**src/rtl/f_ifu_npc.sv**
```systemverilog
// Fetch stage: program counter, next-PC selection (branch/jump/jr with delay slot) and F/D pipeline register.
// Optional F_PC_ALIGN_CHK_EN adds D_adel and squashes instructions fetched from a bad address.
module f_ifu_npc (
  input  logic        clk,
  input  logic        reset_n,
  input  logic        stall,
  input  logic [31:0] F_instr,
  input  logic [2:0]  npc_op,
  input  logic        D_cmp_zero,
  input  logic [31:0] D_jr_target,
  output logic [31:0] F_pc,
  output logic [31:0] D_pc,
  output logic [31:0] D_instr,
  output logic        D_valid,
  output logic [31:0] D_pc8
`ifdef F_PC_ALIGN_CHK_EN
  ,
  output logic        D_adel
`endif
);

  localparam logic [31:0] RESET_PC = 32'h0000_3000;
  localparam logic [31:0] IM_LO    = 32'h0000_3000;
  localparam logic [31:0] IM_HI    = 32'h0000_6FFF;

  typedef enum logic {BOOT, RUN} state_e;

  state_e      state_q;
  logic [31:0] pc_q;
  logic [31:0] d_pc_q;
  logic [31:0] d_instr_q;
  logic        d_valid_q;

  logic [31:0] npc_d;
  logic [31:0] instr_d;
  logic [31:0] pc_plus4;
  logic [31:0] d_pc_plus4;
  logic [31:0] br_target;
  logic [31:0] j_target;
  logic [15:0] imm16;
  logic [25:0] index26;
  logic        redirect_en;

  assign imm16      = d_instr_q[15:0];
  assign index26    = d_instr_q[25:0];
  assign pc_plus4   = pc_q + 32'd4;
  assign d_pc_plus4 = d_pc_q + 32'd4;
  assign br_target  = d_pc_plus4 + {{14{imm16[15]}}, imm16, 2'b00};
  assign j_target   = {d_pc_plus4[31:28], index26, 2'b00};

  // A bubble in D (BOOT) must never redirect fetch, whatever npc_op says.
  assign redirect_en = (state_q == RUN) && d_valid_q;

  always_comb begin
    npc_d = pc_plus4;
    if (redirect_en) begin
      case (npc_op)
        3'd1: if (D_cmp_zero) npc_d = br_target;
        3'd2: npc_d = j_target;
        3'd3: npc_d = D_jr_target;
        default: npc_d = pc_plus4;
      endcase
    end
  end

`ifdef F_PC_ALIGN_CHK_EN
  logic adel_d;
  logic adel_q;

  assign adel_d  = (pc_q[1:0] != 2'b00) || (pc_q < IM_LO) || (pc_q > IM_HI);
  assign instr_d = adel_d ? 32'h0 : F_instr;
  assign D_adel  = adel_q;

  always_ff @(posedge clk or negedge reset_n) begin
    if (!reset_n)    adel_q <= 1'b0;
    else if (!stall) adel_q <= adel_d;
  end
`else
  assign instr_d = F_instr;
`endif

  // Stall freezes everything, so a pending redirect is simply re-evaluated next cycle.
  always_ff @(posedge clk or negedge reset_n) begin
    if (!reset_n) begin
      state_q   <= BOOT;
      pc_q      <= RESET_PC;
      d_pc_q    <= 32'h0;
      d_instr_q <= 32'h0;
      d_valid_q <= 1'b0;
    end else if (!stall) begin
      case (state_q)
        BOOT:    state_q <= RUN;
        default: state_q <= RUN;
      endcase
      pc_q      <= npc_d;
      d_pc_q    <= pc_q;
      d_instr_q <= instr_d;
      d_valid_q <= 1'b1;
    end
  end

  assign F_pc    = pc_q;
  assign D_pc    = d_pc_q;
  assign D_instr = d_instr_q;
  assign D_valid = d_valid_q;
  assign D_pc8   = d_pc_q + 32'd8;

endmodule

```
**config.mk**
```make
export PLATFORM = sky130hd
export DESIGN_NAME = f_ifu_npc
export DESIGN_NICKNAME = d
export VERILOG_FILES = /design/src/rtl/f_ifu_npc.sv
export SDC_FILE = /design/constraint.sdc
export NUM_CORES = 1
export LEC_CHECK = 0
export ABC_AREA = 0
export CAP_MARGIN = 5
export CORE_UTILIZATION = 45
export DETAILED_ROUTE_END_ITERATION = 12
export MAX_ROUTING_LAYER = met4
export PLACE_DENSITY = 0.74
export SLEW_MARGIN = 25
export SYNTH_ARGS = -nofsm -noshare
export SYNTH_HDL_FRONTEND = slang
export SYNTH_SLANG_ARGS = --single-unit
```
**constraint.sdc**
```tcl
create_clock -name clk -period 3.7 [get_ports clk]
set_input_delay 0.555 -clock clk [delete_from_list [all_inputs] [get_ports clk]]
set_output_delay 0.555 -clock clk [all_outputs]
set_load 0.03 [all_outputs]
```
==> results.rst <==
.. list-table::
   :header-rows: 1

   * - Metric
     - Value
   * - Category of the worst setup path launch point
     - flop
   * - Clock tree from TritonCTS
     - built
   * - Core region area
     - ~16000 sq um
   * - Design Power
     - between 5 and 6 mW
   * - RSZ-0062 raised after global routing
     - true
   * - Smallest setup slack after layout
     - 155.1 ps
   * - HP Class
     - in2async
   * - Layout-stage area growth over the synthesis result
     - 39.21%
   * - Highest achievable clock rate
     - ~0.28 GHz
   * - Max-slew violation total from the final report
     - 0
   * - Routed length per placed instance
     - approximately 20 microns
   * - Number of top-level design ports
     - 200
   * - Maximum number of pins on one net before global-route repair
     - 61
   * - Root buffer cell
     - clkbuf_16
   * - Post-Route Skew
     - between 8 and 9 ps
   * - Die Y
     - 130.3 microns
   * - Effective utilization at floorplan
     - 0.4631
   * - Synth async-reset ratio
     - 1.000
   * - Category of the worst setup path capture point
     - flop
   * - Cell types with the largest area share after synthesis
     - dfrtp_1 (32%), mux2_2 (9.0%), ha_1 (6.1%)
   * - Detailed-placement wirelength estimate
     - between 15 and 20 mm
   * - Clock Power Share
     - 0.204
   * - DR pass1 iterations
     - 7
   * - Gate family responsible for the most delay along the worst path
     - compound AO/OA/AOI/OAI gates
   * - Crit-path max cell delay
     - between 300 and 400 ps
   * - Post-synthesis net count
     - 935
   * - Placement Setup Slack
     - slightly above 70 ps
   * - Int Pwr
     - just over 3 mW
   * - Clock transition time at the flip-flop clock pins of the worst setup and hold paths
     - roughly 70 ps
   * - Drt drc
     - 0
   * - Buffers on Ports
     - between 150 and 200
   * - Pwr per Cell Area
     - about 500 nW/um^2
   * - Number of global-route vias before repair
     - 7352
   * - Final layout net count
     - ~1.1k
   * - Filler Cells Inserted
     - approximately 1.4k
   * - Run status
     - complete, no violations
   * - Hold violation count in the final report
     - 0
   * - Post-synthesis instance area
     - 7410 sq um
   * - NetSw
     - around 2.2 mW
   * - Crit-path cells
     - ha_1, and3_4, and3_2, nand4_1, xnor2_1, ha_1, a21oi_1, o21ai_1, a31o_2, o21a_1, o31ai_4, buf_4, o21ai_0, a21oi_1, xor2_1, o21ai_0
   * - Crit share post-route
     - 0.9581
   * - Max VDD drop
     - between 0.4 and 0.5 mV
   * - Total inserted antenna cells
     - 0
   * - Rel. slew slack
     - 0.4387
   * - Worst path bufs/invs
     - 1
   * - Clock Sinks
     - 97
   * - Portion of synthesized cell area occupied by the leading cell type
     - 0.3208
   * - Tightest Pin Transition
     - around 840 ps
   * - Count of synthesis-stage warnings from yosys
     - 0
   * - Setup total negative slack
     - 0 ps
   * - Static Leak
     - about 4.5 nW
   * - Routability-driven placement congestion ratio
     - between 0.9 and 1
   * - Tmin final
     - 3545 ps
   * - Setup-failing EPs final
     - 0
   * - Violation count after the first detailed-route iteration
     - ~570
   * - Combined global-route utilization of all metal layers
     - 0.3181
   * - CP Data Arrival Time
     - between 3000 and 4000 ps
   * - Total wire length
     - ~25 mm
   * - Die outline area
     - 16980 sq um
   * - Syn_area_per_cell
     - 8.960 sq um
   * - Sequential group share of total power
     - 0.283
   * - Cell with the most instances after synthesis
     - dfrtp_1
   * - Most area-hungry cell type in the Yosys netlist
     - dfrtp_1
   * - Combinational share of power
     - 0.513
   * - Yosys reg bits
     - 97
   * - Switching Share
     - 0.4191
   * - Global-route wire length before repair
     - a little under 40 mm
   * - Deepest level of the CTS H-tree
     - 3
   * - Die W
     - approximately 130 microns
   * - Number of distinct standard cells referenced by the synthesized netlist
     - 79
   * - Required time reported for the critical path endpoint
     - 3920 ps
   * - Maximum fanout along the worst path
     - 4
   * - Max-cap violations
     - 0
   * - Most frequent cells after synthesis
     - dfrtp_1 (95), nand2_1 (71), nor2_1 (70)
   * - Antenna violations before repair
     - 0
   * - Cell with the largest stage delay on the worst path
     - dfrtp_2
   * - Most instantiated flip-flop cell in the synthesis netlist
     - dfrtp_1
   * - Count of mapped cells out of synthesis
     - 827
   * - Via-to-Cell Ratio
     - a little under 6
   * - Clk_lat worst skew
     - ~360 ps
   * - Std-Cell Rows
     - 46
   * - Antenna viol nets, final
     - 0
   * - Share of final-layout standard cells stronger than drive strength 1
     - 0.1711
   * - Crit path kind
     - reg2reg
   * - Congestion Overflow GR
     - 0
   * - Number of enable-type register cells in the synthesized netlist
     - 0
   * - Clock Tree Buf Depth
     - 2
   * - Total vias in the final route
     - roughly 7.5k
   * - Total clock buffers created by CTS
     - 9
   * - Hold WS
     - about 250 ps
   * - Proportion of synthesized chip area in sequential cells
     - 0.3279
==> cells in the final DEF (no fill, tap or decap), types with 9 or more instances in the layout <==
cell | netlist | layout
and3_1 | 23 | 20
xnor2_1 | 45 | 42
nor2_1 | 70 | 68
a21oi_1 | 51 | 49
nand2_1 | 71 | 71
nand4_1 | 13 | 13
buf_4 | 3 | 53
a22oi_1 | 12 | 12
a21o_1 | 16 | 16
inv_1 | 14 | 14
xor2_1 | 32 | 32
dfrtp_1 | 95 | 90
o21ai_0 | 55 | 54
clkbuf_16 | 0 | 9
ha_1 | 36 | 33
mux2_2 | 59 | 59
nor3_1 | 12 | 12
a222oi_1 | 11 | 11
nand3_1 | 23 | 23
a31oi_1 | 13 | 13
clkdlybuf4s50_1 | 0 | 193
==> worst paths after layout <==
path	start	endpoint	slack [ps]	depth (start not counted)
max	D_pc[3]	F_pc[26]	160	16
min	reset_n	D_pc[14]	250	1
max reg2reg	D_pc[3]	F_pc[26]	160	16
min reg2reg	D_instr[26]	D_instr[26]	510	1
max in group asynchronous	reset_n	D_valid	2750	2
min in group clk	D_instr[26]	D_instr[26]	510	1
==> state kept, by name, summed over array words and instances, names as in the netlist <==
register / count
F_pc: 32
D_valid: 1
D_instr: 32
D_pc: 32
==> what timing repair did <==
action,4_1_cts,5_1_grt
setup endpoints to repair,0,14
buffers inserted,0,2
hold buffers,0,0
gates resized for setup,0,29
==> routing by layer <==
metal | global-route usage | up-vias | part of all wire
met2 | 0.4969 | 349 | 0.47
met5 | - | - | 0
li1 | - | 3476 | -
met4 | 0.09713 | 0 | 0.021
met1 | 0.4224 | 3611 | 0.44
met3 | 0.05125 | 43 | 0.071
==> power by group through the flow <==
| stage | logic, mW | registers (mW) | clock network (mW) |
|---|---|---|---|
| floorplan | 1.23 | 1.80 | 0 |
| global placement | 2.58 | 1.48 | 0 |
| detailed placement | 2.60 | 1.48 | 0 |
| CTS | 2.62 | 1.47 | 1.07 |
| global route | 2.85 | 1.50 | 1.12 |
| finish | 2.67 | 1.47 | 1.06 |
==> through the flow <==
stage / std cells / instance area (sq um) / util
global route: 1262 / 10310 / 0.6447
floorplan: 827 / 7417 / -
CTS: 1260 / 10180 / 0.6365
global placement: 1244 / 9856 / 0.6160
detailed placement: 1244 / 9856 / 0.6160
finish: 1262 / 10310 / 0.6447
==> cell type report <==
cell class | count | area [sq um] | area share
timing repair buffer | 251 | 2400 | 0.2327
clock inverter | 6 | 90.09 | 0.008734
multi-input combinational | 668 | 4827 | 0.4680
sequential | 97 | 2436 | 0.2362
tap | 216 | 270.3 | 0.02620
inverter | 14 | 52.55 | 0.005095
clock buffer | 10 | 239.0 | 0.02317
==> cell families (layout without fill, tap and decap cells) <==
group / after synthesis / count (layout) / synth area share
flops: 97 / 97 / 0.3279
xor+xnor: 78 / 78 / 0.09406
simple gates: 268 / 268 / 0.1844
compound gates: 221 / 221 / 0.1977
mux: 64 / 64 / 0.09642
fa+ha+maj: 37 / 37 / 0.06349
buf+inv: 62 / 281 / 0.03597
(Power assumes the default switching activity.)
